==> config.mk <==
export PLATFORM = sky130hd
export DESIGN_NAME = pipeline_ctrl_flat
export DESIGN_NICKNAME = d
export VERILOG_FILES = /design/src/rtl/pipeline_ctrl_if.sv /design/src/rtl/pipeline_ctrl.sv /design/src/flat_wrapper.sv
export SDC_FILE = /design/constraint.sdc
export NUM_CORES = 1
export LEC_CHECK = 0
export CAP_MARGIN = 20
export CORE_ASPECT_RATIO = 1.2
export CORE_MARGIN = 2
export CORE_UTILIZATION = 30
export DETAILED_ROUTE_END_ITERATION = 10
export GPL_ROUTABILITY_DRIVEN = 0
export HOLD_SLACK_MARGIN = 0.15
export PLACE_DENSITY = 0.56
export SLEW_MARGIN = 0
export SYNTH_ARGS = -nofsm -noshare
export SYNTH_HDL_FRONTEND = slang
export SYNTH_SLANG_ARGS = --single-unit
==> constraint.sdc <==
create_clock -name clk -period 1.71 [get_ports clk]
set_input_delay 0.342 -clock clk [delete_from_list [all_inputs] [get_ports clk]]
set_output_delay 0.342 -clock clk [all_outputs]
set_load 0.02 [all_outputs]
==> src/rtl/pipeline_ctrl_if.sv <==
// Stage-control bus between the pipeline sequencer and the datapath.
// Carries hazard/debug inputs, per-stage rst/en pairs and event counters.
//
// Signals:
//   reg_stall, is_branch_mem : hazard inputs from ID / MEM
//   debug_en, debug_step     : debug halt and step request
//   <stage>_rst, <stage>_en  : IF, ID, EXE, MEM, WB control
//   halted                   : sequencer is in HALT
//   stall_cnt, flush_cnt     : saturating event counters
// master drives the stage controls; slave drives hazard/debug inputs.
interface pipeline_ctrl_if #(
  parameter int CNT_W = 16
);
  logic             reg_stall;
  logic             is_branch_mem;
  logic             debug_en;
  logic             debug_step;
  logic             if_rst;
  logic             if_en;
  logic             id_rst;
  logic             id_en;
  logic             exe_rst;
  logic             exe_en;
  logic             mem_rst;
  logic             mem_en;
  logic             wb_rst;
  logic             wb_en;
  logic             halted;
  logic [CNT_W-1:0] stall_cnt;
  logic [CNT_W-1:0] flush_cnt;

  modport master (
    input  reg_stall,
    input  is_branch_mem,
    input  debug_en,
    input  debug_step,
    output if_rst,
    output if_en,
    output id_rst,
    output id_en,
    output exe_rst,
    output exe_en,
    output mem_rst,
    output mem_en,
    output wb_rst,
    output wb_en,
    output halted,
    output stall_cnt,
    output flush_cnt
  );

  modport slave (
    output reg_stall,
    output is_branch_mem,
    output debug_en,
    output debug_step,
    input  if_rst,
    input  if_en,
    input  id_rst,
    input  id_en,
    input  exe_rst,
    input  exe_en,
    input  mem_rst,
    input  mem_en,
    input  wb_rst,
    input  wb_en,
    input  halted,
    input  stall_cnt,
    input  flush_cnt
  );
endinterface

==> src/rtl/pipeline_ctrl.sv <==
// Stage-control sequencer for the 5-stage MIPS pipeline.
// Handles reset hold, load-use stalls, MEM-resolved branch flushes,
// debug halt/single-step and saturating stall/flush counters.
//
// Ports:
//   clk : clock, rising edge
//   rst : synchronous active-high reset
//   bus : pipeline_ctrl_if.master (hazards in, stage controls out)
module pipeline_ctrl #(
  parameter int RST_HOLD = 4,
  parameter int CNT_W    = 16
) (
  input  logic              clk,
  input  logic              rst,
  pipeline_ctrl_if.master   bus
);

  typedef enum logic [1:0] {
    INIT = 2'd0,
    RUN  = 2'd1,
    HALT = 2'd2,
    STEP = 2'd3
  } state_t;

  localparam logic [3:0] HOLD_INIT = 4'(RST_HOLD - 1);
  localparam logic [CNT_W-1:0] CNT_MAX = '1;

  state_t           state;
  state_t           state_nxt;
  logic [3:0]       hold;
  logic             step_d;
  logic             step_edge;
  logic             active;
  logic             do_flush;
  logic             do_stall;
  logic [CNT_W-1:0] stall_q;
  logic [CNT_W-1:0] flush_q;

  logic if_rst, if_en;
  logic id_rst, id_en;
  logic exe_rst, exe_en;
  logic mem_rst, mem_en;
  logic wb_rst, wb_en;
  logic halted;

  assign step_edge = bus.debug_step & ~step_d;
  assign active    = ~rst & ((state == RUN) | (state == STEP));

  // Branch outranks stall: a stalled instruction in ID is younger
  // than the branch and gets flushed anyway.
  assign do_flush = active & bus.is_branch_mem;
  assign do_stall = active & bus.reg_stall & ~bus.is_branch_mem;

  always_ff @(posedge clk) begin
    if (rst) begin
      state  <= INIT;
      hold   <= HOLD_INIT;
      step_d <= 1'b0;
    end else begin
      state  <= state_nxt;
      step_d <= bus.debug_step;
      if (state == INIT && hold != 4'd0)
        hold <= hold - 4'd1;
    end
  end

  always_comb begin
    state_nxt = state;
    unique case (state)
      INIT: begin
        if (hold == 4'd0)
          state_nxt = bus.debug_en ? HALT : RUN;
      end
      RUN: begin
        if (bus.debug_en)
          state_nxt = HALT;
      end
      HALT: begin
        if (!bus.debug_en)
          state_nxt = RUN;
        else if (step_edge)
          state_nxt = STEP;
      end
      STEP: begin
        state_nxt = bus.debug_en ? HALT : RUN;
      end
    endcase
  end

  always_comb begin
    if_rst  = 1'b1;
    if_en   = 1'b0;
    id_rst  = 1'b1;
    id_en   = 1'b0;
    exe_rst = 1'b1;
    exe_en  = 1'b0;
    mem_rst = 1'b1;
    mem_en  = 1'b0;
    wb_rst  = 1'b1;
    wb_en   = 1'b0;
    halted  = 1'b0;
    if (!rst) begin
      unique case (state)
        INIT: begin
          halted = 1'b0;
        end
        HALT: begin
          // Frozen: no reset, no enable, contents held.
          if_rst  = 1'b0;
          id_rst  = 1'b0;
          exe_rst = 1'b0;
          mem_rst = 1'b0;
          wb_rst  = 1'b0;
          halted  = 1'b1;
        end
        RUN, STEP: begin
          if_rst  = 1'b0;
          wb_rst  = 1'b0;
          if_en   = 1'b1;
          wb_en   = 1'b1;
          unique case (1'b1)
            bus.is_branch_mem: begin
              // Squash the three younger instructions.
              id_rst  = 1'b1;
              exe_rst = 1'b1;
              mem_rst = 1'b1;
            end
            bus.reg_stall & ~bus.is_branch_mem: begin
              // Hold IF/ID, bubble into EXE.
              if_en   = 1'b0;
              id_rst  = 1'b0;
              exe_rst = 1'b1;
              mem_rst = 1'b0;
              mem_en  = 1'b1;
            end
            ~bus.reg_stall & ~bus.is_branch_mem: begin
              id_rst  = 1'b0;
              id_en   = 1'b1;
              exe_rst = 1'b0;
              exe_en  = 1'b1;
              mem_rst = 1'b0;
              mem_en  = 1'b1;
            end
          endcase
        end
      endcase
    end
  end

  always_ff @(posedge clk) begin
    if (rst) begin
      stall_q <= '0;
      flush_q <= '0;
    end else begin
      if (do_flush && flush_q != CNT_MAX)
        flush_q <= flush_q + 1'b1;
      if (do_stall && stall_q != CNT_MAX)
        stall_q <= stall_q + 1'b1;
    end
  end

  assign bus.if_rst    = if_rst;
  assign bus.if_en     = if_en;
  assign bus.id_rst    = id_rst;
  assign bus.id_en     = id_en;
  assign bus.exe_rst   = exe_rst;
  assign bus.exe_en    = exe_en;
  assign bus.mem_rst   = mem_rst;
  assign bus.mem_en    = mem_en;
  assign bus.wb_rst    = wb_rst;
  assign bus.wb_en     = wb_en;
  assign bus.halted    = halted;
  assign bus.stall_cnt = stall_q;
  assign bus.flush_cnt = flush_q;

endmodule

==> src/flat_wrapper.sv <==
// flat-port wrapper written by rule: the top's interface ports become plain ports
module pipeline_ctrl_flat 
#(
  parameter int RST_HOLD = 4,
  parameter int CNT_W    = 16
)
  (clk, rst, bus_reg_stall, bus_is_branch_mem, bus_debug_en, bus_debug_step, bus_if_rst, bus_if_en, bus_id_rst, bus_id_en, bus_exe_rst, bus_exe_en, bus_mem_rst, bus_mem_en, bus_wb_rst, bus_wb_en, bus_halted, bus_stall_cnt, bus_flush_cnt);
  pipeline_ctrl_if #(.CNT_W(CNT_W)) bus_i ();
  input  logic clk;
  input  logic rst;
  input wire logic [$bits(bus_i.reg_stall)-1:0] bus_reg_stall;
  input wire logic [$bits(bus_i.is_branch_mem)-1:0] bus_is_branch_mem;
  input wire logic [$bits(bus_i.debug_en)-1:0] bus_debug_en;
  input wire logic [$bits(bus_i.debug_step)-1:0] bus_debug_step;
  output wire logic [$bits(bus_i.if_rst)-1:0] bus_if_rst;
  output wire logic [$bits(bus_i.if_en)-1:0] bus_if_en;
  output wire logic [$bits(bus_i.id_rst)-1:0] bus_id_rst;
  output wire logic [$bits(bus_i.id_en)-1:0] bus_id_en;
  output wire logic [$bits(bus_i.exe_rst)-1:0] bus_exe_rst;
  output wire logic [$bits(bus_i.exe_en)-1:0] bus_exe_en;
  output wire logic [$bits(bus_i.mem_rst)-1:0] bus_mem_rst;
  output wire logic [$bits(bus_i.mem_en)-1:0] bus_mem_en;
  output wire logic [$bits(bus_i.wb_rst)-1:0] bus_wb_rst;
  output wire logic [$bits(bus_i.wb_en)-1:0] bus_wb_en;
  output wire logic [$bits(bus_i.halted)-1:0] bus_halted;
  output wire logic [$bits(bus_i.stall_cnt)-1:0] bus_stall_cnt;
  output wire logic [$bits(bus_i.flush_cnt)-1:0] bus_flush_cnt;
  assign bus_i.reg_stall = bus_reg_stall;
  assign bus_i.is_branch_mem = bus_is_branch_mem;
  assign bus_i.debug_en = bus_debug_en;
  assign bus_i.debug_step = bus_debug_step;
  assign bus_if_rst = bus_i.if_rst;
  assign bus_if_en = bus_i.if_en;
  assign bus_id_rst = bus_i.id_rst;
  assign bus_id_en = bus_i.id_en;
  assign bus_exe_rst = bus_i.exe_rst;
  assign bus_exe_en = bus_i.exe_en;
  assign bus_mem_rst = bus_i.mem_rst;
  assign bus_mem_en = bus_i.mem_en;
  assign bus_wb_rst = bus_i.wb_rst;
  assign bus_wb_en = bus_i.wb_en;
  assign bus_halted = bus_i.halted;
  assign bus_stall_cnt = bus_i.stall_cnt;
  assign bus_flush_cnt = bus_i.flush_cnt;
  pipeline_ctrl #(.RST_HOLD(RST_HOLD), .CNT_W(CNT_W)) u_core (.clk(clk), .rst(rst), .bus(bus_i));
endmodule
==> reports/metrics.cfg, run 1 <==
[timing]
min_period_ns=1.792
tns_ns=-0.3661
maxSlewHeadroom_pct=72.25
timing.final.crit_share_pct=104.8
maxSlewViolCount=0
fmaxAchievable_ghz=0.5579
tightest_slew_ns=0.4162
setup_viol=12
post-route-worst-setup-slack_ns=-0.08243
endpoints_failing_hold=0
finalHoldWorstSlack_ns=0.4899
skew_ns=0.007878
rsz_0062_raised_after_global_routing=yes

[finish]
total_nets_final=365
drive_gt1_share_pct=41.48
antennaDiodeCount=0
ff_latch_area_um2=809.5
multiInputGateArea_mm2=0.001433
flow.area_growth_from_synthesis_pct=63.06
fin_util_pct=50.60
n_fill_cell=689

[floorplan]
fp.dieW_um=80.87
rows=33
floorplan.initialDensity_pct=31.03
area_of_the_core_region_mm2=0.006854
io_pins=49
die-area_mm2=0.007782
die_h_um=96.24

[logic_synthesis]
synth_nets=258
ys_warns=0
unique_cell_type_count_in_the_yosys_netlist=49
synthTopCellsByArea=sky130_fd_sc_hd__dfxtp_1, sky130_fd_sc_hd__a21oi_1, sky130_fd_sc_hd__or4_1
synth_cells=244
synth.avg_cell_area_um2=8.717
synth_sequential_area_ratio_pct=36.71
synth_top_area_cell=sky130_fd_sc_hd__dfxtp_1
synth.top_cell.area_share_pct=36.71
syn-cell-area_mm2=0.002127
synth-seq-cells=39

[outcome]
failed_checks=setup timing
run_status=finished, violations left

[clock_tree]
cts_buffers=5
worst_setup_hold_path_clk_slew_ns=0.08
cts_root_buf=sky130_fd_sc_hd__clkbuf_8
cts-htree-levels=2
clock_latency_ns=0.29
numClockSinks=39
clock_tree_from_tritoncts=done
holdBufCountCts=0
cts_max_path_buffers=2

[detailed_routing]
vias=2348
count_of_tritonroute_iterations_in_the_first_routing_pass=4
route.final.wire_length_mm=6.369
detail_route.vias_per_cell=5.349
drt-initial-drc-count=91
drt_drc_violations_left=0
postRouteAntennaNets=0
detail_route.wl_per_cell_um=14.51

[worst_setup_path]
critical_path.startpoint_type=flip-flop
critPathArrivalTime_ns=2.02
critical_path_required_ns=1.94
worst_r2r_startpoint=u_core.state[1]
worst-setup-path-type=reg2reg
regToRegEndpoint=u_core.bus.flush_cnt[11]
worst-path-max-fanout=8
critPathCaptureType=flip-flop
cells_on_worst_reg2reg_path=8
r2r_setup_slack_ns=-0.08

[min_path]
timing.hold.worst.class=reg2reg
hold_startpoint=u_core.bus.stall_cnt[9]
hold-path-endpoint=u_core.bus.stall_cnt[9]
holdPathStages=1

[power]
powerDensity_mw_per_mm2=731.5
design_power_total_w=0.002537
max-vdd-ir-drop_mv=0.5747
power.static_leakage_nw=1.597

[grt]
grt_antenna_before_repair=0
grt_usage_pct=15.76
grt_pass1_wl_mm=9.597
grt_remaining_overflow=0
grt_pass1_vias=2056
largest_net_degree_at_the_start_of_global_routing=32

[flow_run]
max_capacitance_violation_count=0

[placed_design]
buffer_ports.inserted=48
hpwlAfterDp_mm=4.303

layout by cell type, fill, tap and decap left out, types with 5 or more instances in the layout:
master	instances
sky130_fd_sc_hd__o41ai_1	5
sky130_fd_sc_hd__or4_1	12
sky130_fd_sc_hd__clkdlybuf4s50_1	9
sky130_fd_sc_hd__dlygate4sd2_1	16
sky130_fd_sc_hd__buf_6	9
sky130_fd_sc_hd__dlymetal6s2s_1	12
sky130_fd_sc_hd__dfxtp_1	24
sky130_fd_sc_hd__nor3_1	5
sky130_fd_sc_hd__a21oi_2	5
sky130_fd_sc_hd__nand3_1	10
sky130_fd_sc_hd__buf_4	63
sky130_fd_sc_hd__clkbuf_8	6
sky130_fd_sc_hd__nand4_1	6
sky130_fd_sc_hd__and4_1	5
sky130_fd_sc_hd__o21ai_0	6
sky130_fd_sc_hd__a21oi_1	17
sky130_fd_sc_hd__dfxtp_2	11
sky130_fd_sc_hd__nor2_1	8
sky130_fd_sc_hd__o31ai_1	13
sky130_fd_sc_hd__nand2_1	14
worst max-delay path, cell delays in order, from the launching register on:
cell and delay (ns):
sky130_fd_sc_hd__dfxtp_4 0.37, sky130_fd_sc_hd__inv_4 0.07, sky130_fd_sc_hd__ha_4 0.14, sky130_fd_sc_hd__o21ai_4 0.09, sky130_fd_sc_hd__clkinvlp_4 0.12, sky130_fd_sc_hd__nand4_1 0.13, sky130_fd_sc_hd__buf_6 0.16, sky130_fd_sc_hd__or4_1 0.49
sky130_fd_sc_hd__a21oi_1 0.15
synthesized netlist by cell type, drive strengths merged:
cell	n
a21o	1
a31oi	1
buf	10
o311a	2
or4	14
o41ai	6
nand4	7
dfxtp	39
ha	8
inv	9
and4b	1
or3b	2
nor4	2
mux2	2
nor2	9
nor3	6
nand2b	2
xnor2	1
nand3	11
o31ai	13
xor2	2
or3	6
clkbuf	6
nand4b	1
a41oi	1
nor2b	5
nand2	17
o211ai	2
and2	3
a21oi	22
a222oi	1
a311oi	1
or2	2
and4	8
o21ai	9
and3	3
o311ai	5
o211a	1
a211oi	3
cell families after synthesis:
family          Yosys count  synth area share (%)
buf+inv                  25                 5.647
xor+xnor                  3                 1.236
mux                       2                 1.059
compound gates           68                 21.76
simple gates             99                 28.88
fa+ha+maj                 8                 4.706
flops                    39                 36.71
metal layers:
metal	global-route usage (%)	vias up	share of wire, %
met1	19.36	1138	46
met3	3.565	6	3.7
li1	-	1163	-
met2	27.41	41	50
met5	0	-	0
met4	4.379	0	1.2
sequential cells by signal (all words and copies together) (netlist names):
| register | count |
|---|---|
| u_core.bus.flush_cnt | 16 |
| u_core.bus.stall_cnt | 16 |
| u_core.hold | 4 |
| u_core.state | 2 |
| u_core.step_d | 1 |
per-stage QoR:
stage | instances | area, µm² | setup WS [ns]
6_report | 439 | 3468 | -0.08243
5_1_grt | 439 | 3468 | -0.1633
4_1_cts | 430 | 3197 | -0.05026
3_5_place_dp | 419 | 3108 | -0.5435
3_3_place_gp | 419 | 3108 | -0.4994
2_1_floorplan | 244 | 2190 | -0.01540
worst max path at each step:
stage / from / to / slack [ns] / cells past startpoint
after floorplan: u_core.state[1] / u_core.bus.flush_cnt[13] / -0.02 / 8
after global placement: bus_is_branch_mem / bus_id_en / -0.50 / 4
after detailed placement: bus_is_branch_mem / bus_id_en / -0.54 / 4
after CTS: u_core.state[1] / u_core.bus.flush_cnt[2] / -0.05 / 8
after global routing: u_core.state[1] / u_core.bus.flush_cnt[11] / -0.16 / 8
final: u_core.state[1] / u_core.bus.flush_cnt[11] / -0.08 / 8
repair_timing:
| item | 4_1_cts | 5_1_grt |
|---|---|---|
| endpoints found under the setup margin | 47 | 50 |
| cloned | 0 | 2 |
| hold endpoints to repair | 0 | 0 |
| pin swaps | 4 | 23 |
| gates resized for setup | 68 | 64 |
| setup buffers | 3 | 7 |
where the power goes:
group | internal, W | switching (W) | leakage (nW)
Clock | 0.000326 | 0.000335 | 0.0482
Sequential | 0.000970 | 0.0000602 | 0.323
Combinational | 0.000423 | 0.000424 | 1.23
cell type report:
| cell class | count | area share, % |
|---|---|---|
| flip-flops and latches | 39 | 23.34 |
| repair buffers | 114 | 28.25 |
| multi-input cells | 181 | 41.31 |
| clock inverters | 1 | 0.1443 |
| inverters | 9 | 1.118 |
| clock buffers | 7 | 2.489 |
| repair inverters | 1 | 0.2164 |
| well taps | 87 | 3.139 |
No activity file was read; power rests on OpenSTA's default activity.
==> inputs of run 2 (changes only) <==
PLACE_DENSITY = 0.54   (was 0.56)
clock period = 2.2 ns   (was 1.71 ns; I/O delays follow)
==> reports/metrics.cfg, run 2 (synthesis results as in run 1) <==
[outcome]
run_status=finished clean  ; was finished, violations left

[detailed_routing]
postRouteAntennaNets=0  ; unchanged
count_of_tritonroute_iterations_in_the_first_routing_pass=4  ; unchanged
detail_route.vias_per_cell=5.405  ; was 5.349
vias=2135  ; was 2348
drt-initial-drc-count=72  ; was 91
drt_drc_violations_left=0  ; unchanged
detail_route.wl_per_cell_um=13.65  ; was 14.51 µm
route.final.wire_length_mm=5.392  ; was 6.369 mm

[floorplan]
fp.dieW_um=80.87  ; unchanged
rows=33  ; unchanged
io_pins=49  ; unchanged
floorplan.initialDensity_pct=31.03  ; unchanged
die-area_mm2=0.007782  ; unchanged
area_of_the_core_region_mm2=0.006854  ; unchanged
die_h_um=96.24  ; unchanged

[worst_setup_path]
critical_path_required_ns=1.76  ; was 1.94 ns
critical-path-max-stage-delay_ns=0.58  ; was 0.49 ns
worst-setup-path-type=in2out  ; was reg2reg
critPathArrivalTime_ns=1.67  ; was 2.02 ns
crit_chain=clkdlybuf4s50_1, nand2_1, o211ai_1, a21o_1, clkdlybuf4s15_1  ; was inv_4, ha_4, o21ai_4, clkinvlp_4, nand4_1, buf_6, or4_1, a21oi_1
worst_path_max_delay_cell=sky130_fd_sc_hd__clkdlybuf4s50_1  ; was sky130_fd_sc_hd__or4_1
critical_path.startpoint_type=input pin  ; was flip-flop
critPathCaptureType=primary output  ; was flip-flop
worst-path-max-fanout=4  ; was 8

[power]
powerDensity_mw_per_mm2=642.5  ; was 731.5 mW/mm²
max-vdd-ir-drop_mv=0.3621  ; was 0.5747 mV
power.static_leakage_nw=1.069  ; was 1.597 nW
design_power_total_w=0.001878  ; was 0.002537 W

[clock_tree]
cts_root_buf=sky130_fd_sc_hd__clkbuf_8  ; unchanged
clock_latency_ns=0.29  ; about the same
cts-htree-levels=2  ; unchanged
cts_buffers=5  ; unchanged
numClockSinks=39  ; unchanged
cts_max_path_buffers=2  ; unchanged
clock_tree_from_tritoncts=done  ; unchanged
worst_setup_hold_path_clk_slew_ns=0.08  ; about the same

[finish]
flow.area_growth_from_synthesis_pct=37.41  ; was 63.06%
mostFrequentLayoutCell=sky130_fd_sc_hd__dfxtp_1  ; was sky130_fd_sc_hd__buf_4
antennaDiodeCount=0  ; unchanged
mostFrequentLayoutCells=sky130_fd_sc_hd__dfxtp_1, sky130_fd_sc_hd__clkdlybuf4s50_1, sky130_fd_sc_hd__buf_4  ; was sky130_fd_sc_hd__buf_4, sky130_fd_sc_hd__dfxtp_1, sky130_fd_sc_hd__a21oi_1
drive_gt1_share_pct=16.23  ; was 41.48%
total_nets_final=321  ; was 365
layout.cells.non_filler=395  ; was 439

[grt]
grt_antenna_before_repair=0  ; unchanged
largest_net_degree_at_the_start_of_global_routing=32  ; unchanged
grt_pass1_wl_mm=8.880  ; was 9.597 mm
grt_remaining_overflow=0  ; unchanged
grt_pass1_vias=1936  ; was 2056
grt_usage_pct=14.59  ; was 15.76%

[min_path]
timing.hold.worst.class=reg2reg  ; unchanged

[placed_design]
cell_count_after_placement=387  ; was 419
dp_slack_ns=-0.3200  ; was -0.5435 ns
buffer_ports.inserted=48  ; unchanged
hpwlAfterDp_mm=3.842  ; was 4.303 mm

[timing]
timing.final.crit_share_pct=96.07
fmaxAchievable_ghz=0.4731
post-route-worst-setup-slack_ns=0.08635  ; was -0.08243 ns
rsz_0062_raised_after_global_routing=no  ; was yes
skew_ns=0.01187  ; was 0.007878 ns
tightest_slew_ns=0.6839  ; was 0.4162 ns
endpoints_failing_hold=0  ; unchanged
setup_viol=0  ; was 12
min_period_ns=2.114
maxSlewViolCount=0  ; unchanged
maxSlewHeadroom_pct=54.41  ; was 72.25%

[flow_run]
max_capacitance_violation_count=0  ; unchanged

run 2: changes by cell type in the layout (fill, tap and decap cells not counted), sizes merged:
cell / before / now
clkinvlp: 1 / 0
and4: 9 / 8
clkdlybuf4s50: 9 / 37
clkdlybuf4s15: 0 / 1
dlymetal6s2s: 12 / 1
dlygate4sd2: 16 / 7
clkbuf: 8 / 7
bufinv: 0 / 1
buf: 76 / 25
run 2: layout make-up:
class | count | area [µm²]
fillers | 722 | 3931
well taps | 87 | 108.9
clock buffers | 6 | 82.58
repair buffers | 72 | 646.9
clock inverters | 2 | 35.03
inverters | 9 | 33.78
flip-flops and latches | 39 | 782.0
multi-input cells | 180 | 1234
run 2: stage by stage:
step	cell area, µm²	util [%]	TNS, ns	hold WS (ns)
3_3_place_gp	2810	41.00	-1.767	0.4841
3_5_place_dp	2810	41.00	-1.824	0.4954
5_1_grt	2923	42.64	0	0.5237
6_report	2923	42.64	0	0.5003
2_1_floorplan	2127	-	0	0.4721
4_1_cts	2922	42.63	0	0.5059
run 2: power by group:
| group | switching [W] | leakage [nW] | internal, W |
|---|---|---|---|
| logic | 0.000257 | 0.692 | 0.000201 |
| clock network | 0.000270 | 0.0612 | 0.000368 |
| registers | 0.0000363 | 0.316 | 0.000747 |
| total | 0.000563 | 1.07 | 0.00132 |
run 2: metal layers:
metal  routed length [µm]  up-vias  GRT usage [%]
met3                  231        6          2.908
met5                    0        -              0
li1                     -     1069              -
met1                 2518     1010          18.72
met4                   76        0          5.085
met2                 2566       50          24.24
run 2: timing repair:
action / CTS / global route
hold buffers: 0 / 0
buffers inserted: 0 / 0
endpoints found under the setup margin: 10 / 7
resized for setup: 12 / 7
gates cloned: 0 / 0
run 2: path summary, 6_finish.rpt:
path	start	end	slack [ns]	depth (start not counted)
setup / recovery	bus_is_branch_mem	bus_exe_rst	0.09	5
hold / removal	u_core.bus.flush_cnt[7]	u_core.bus.flush_cnt[7]	0.50	2
setup reg to reg	u_core.bus.flush_cnt[0]	u_core.bus.flush_cnt[15]	0.22	5
hold reg to reg	u_core.bus.flush_cnt[7]	u_core.bus.flush_cnt[7]	0.50	2
run 2: critical path: cells and delay by family:
family / cells / cell delay, ns
AND/OR/NAND/NOR: 1 / 0.08
buffers and inverters: 2 / 0.89
AO/OA/AOI/OAI: 2 / 0.26
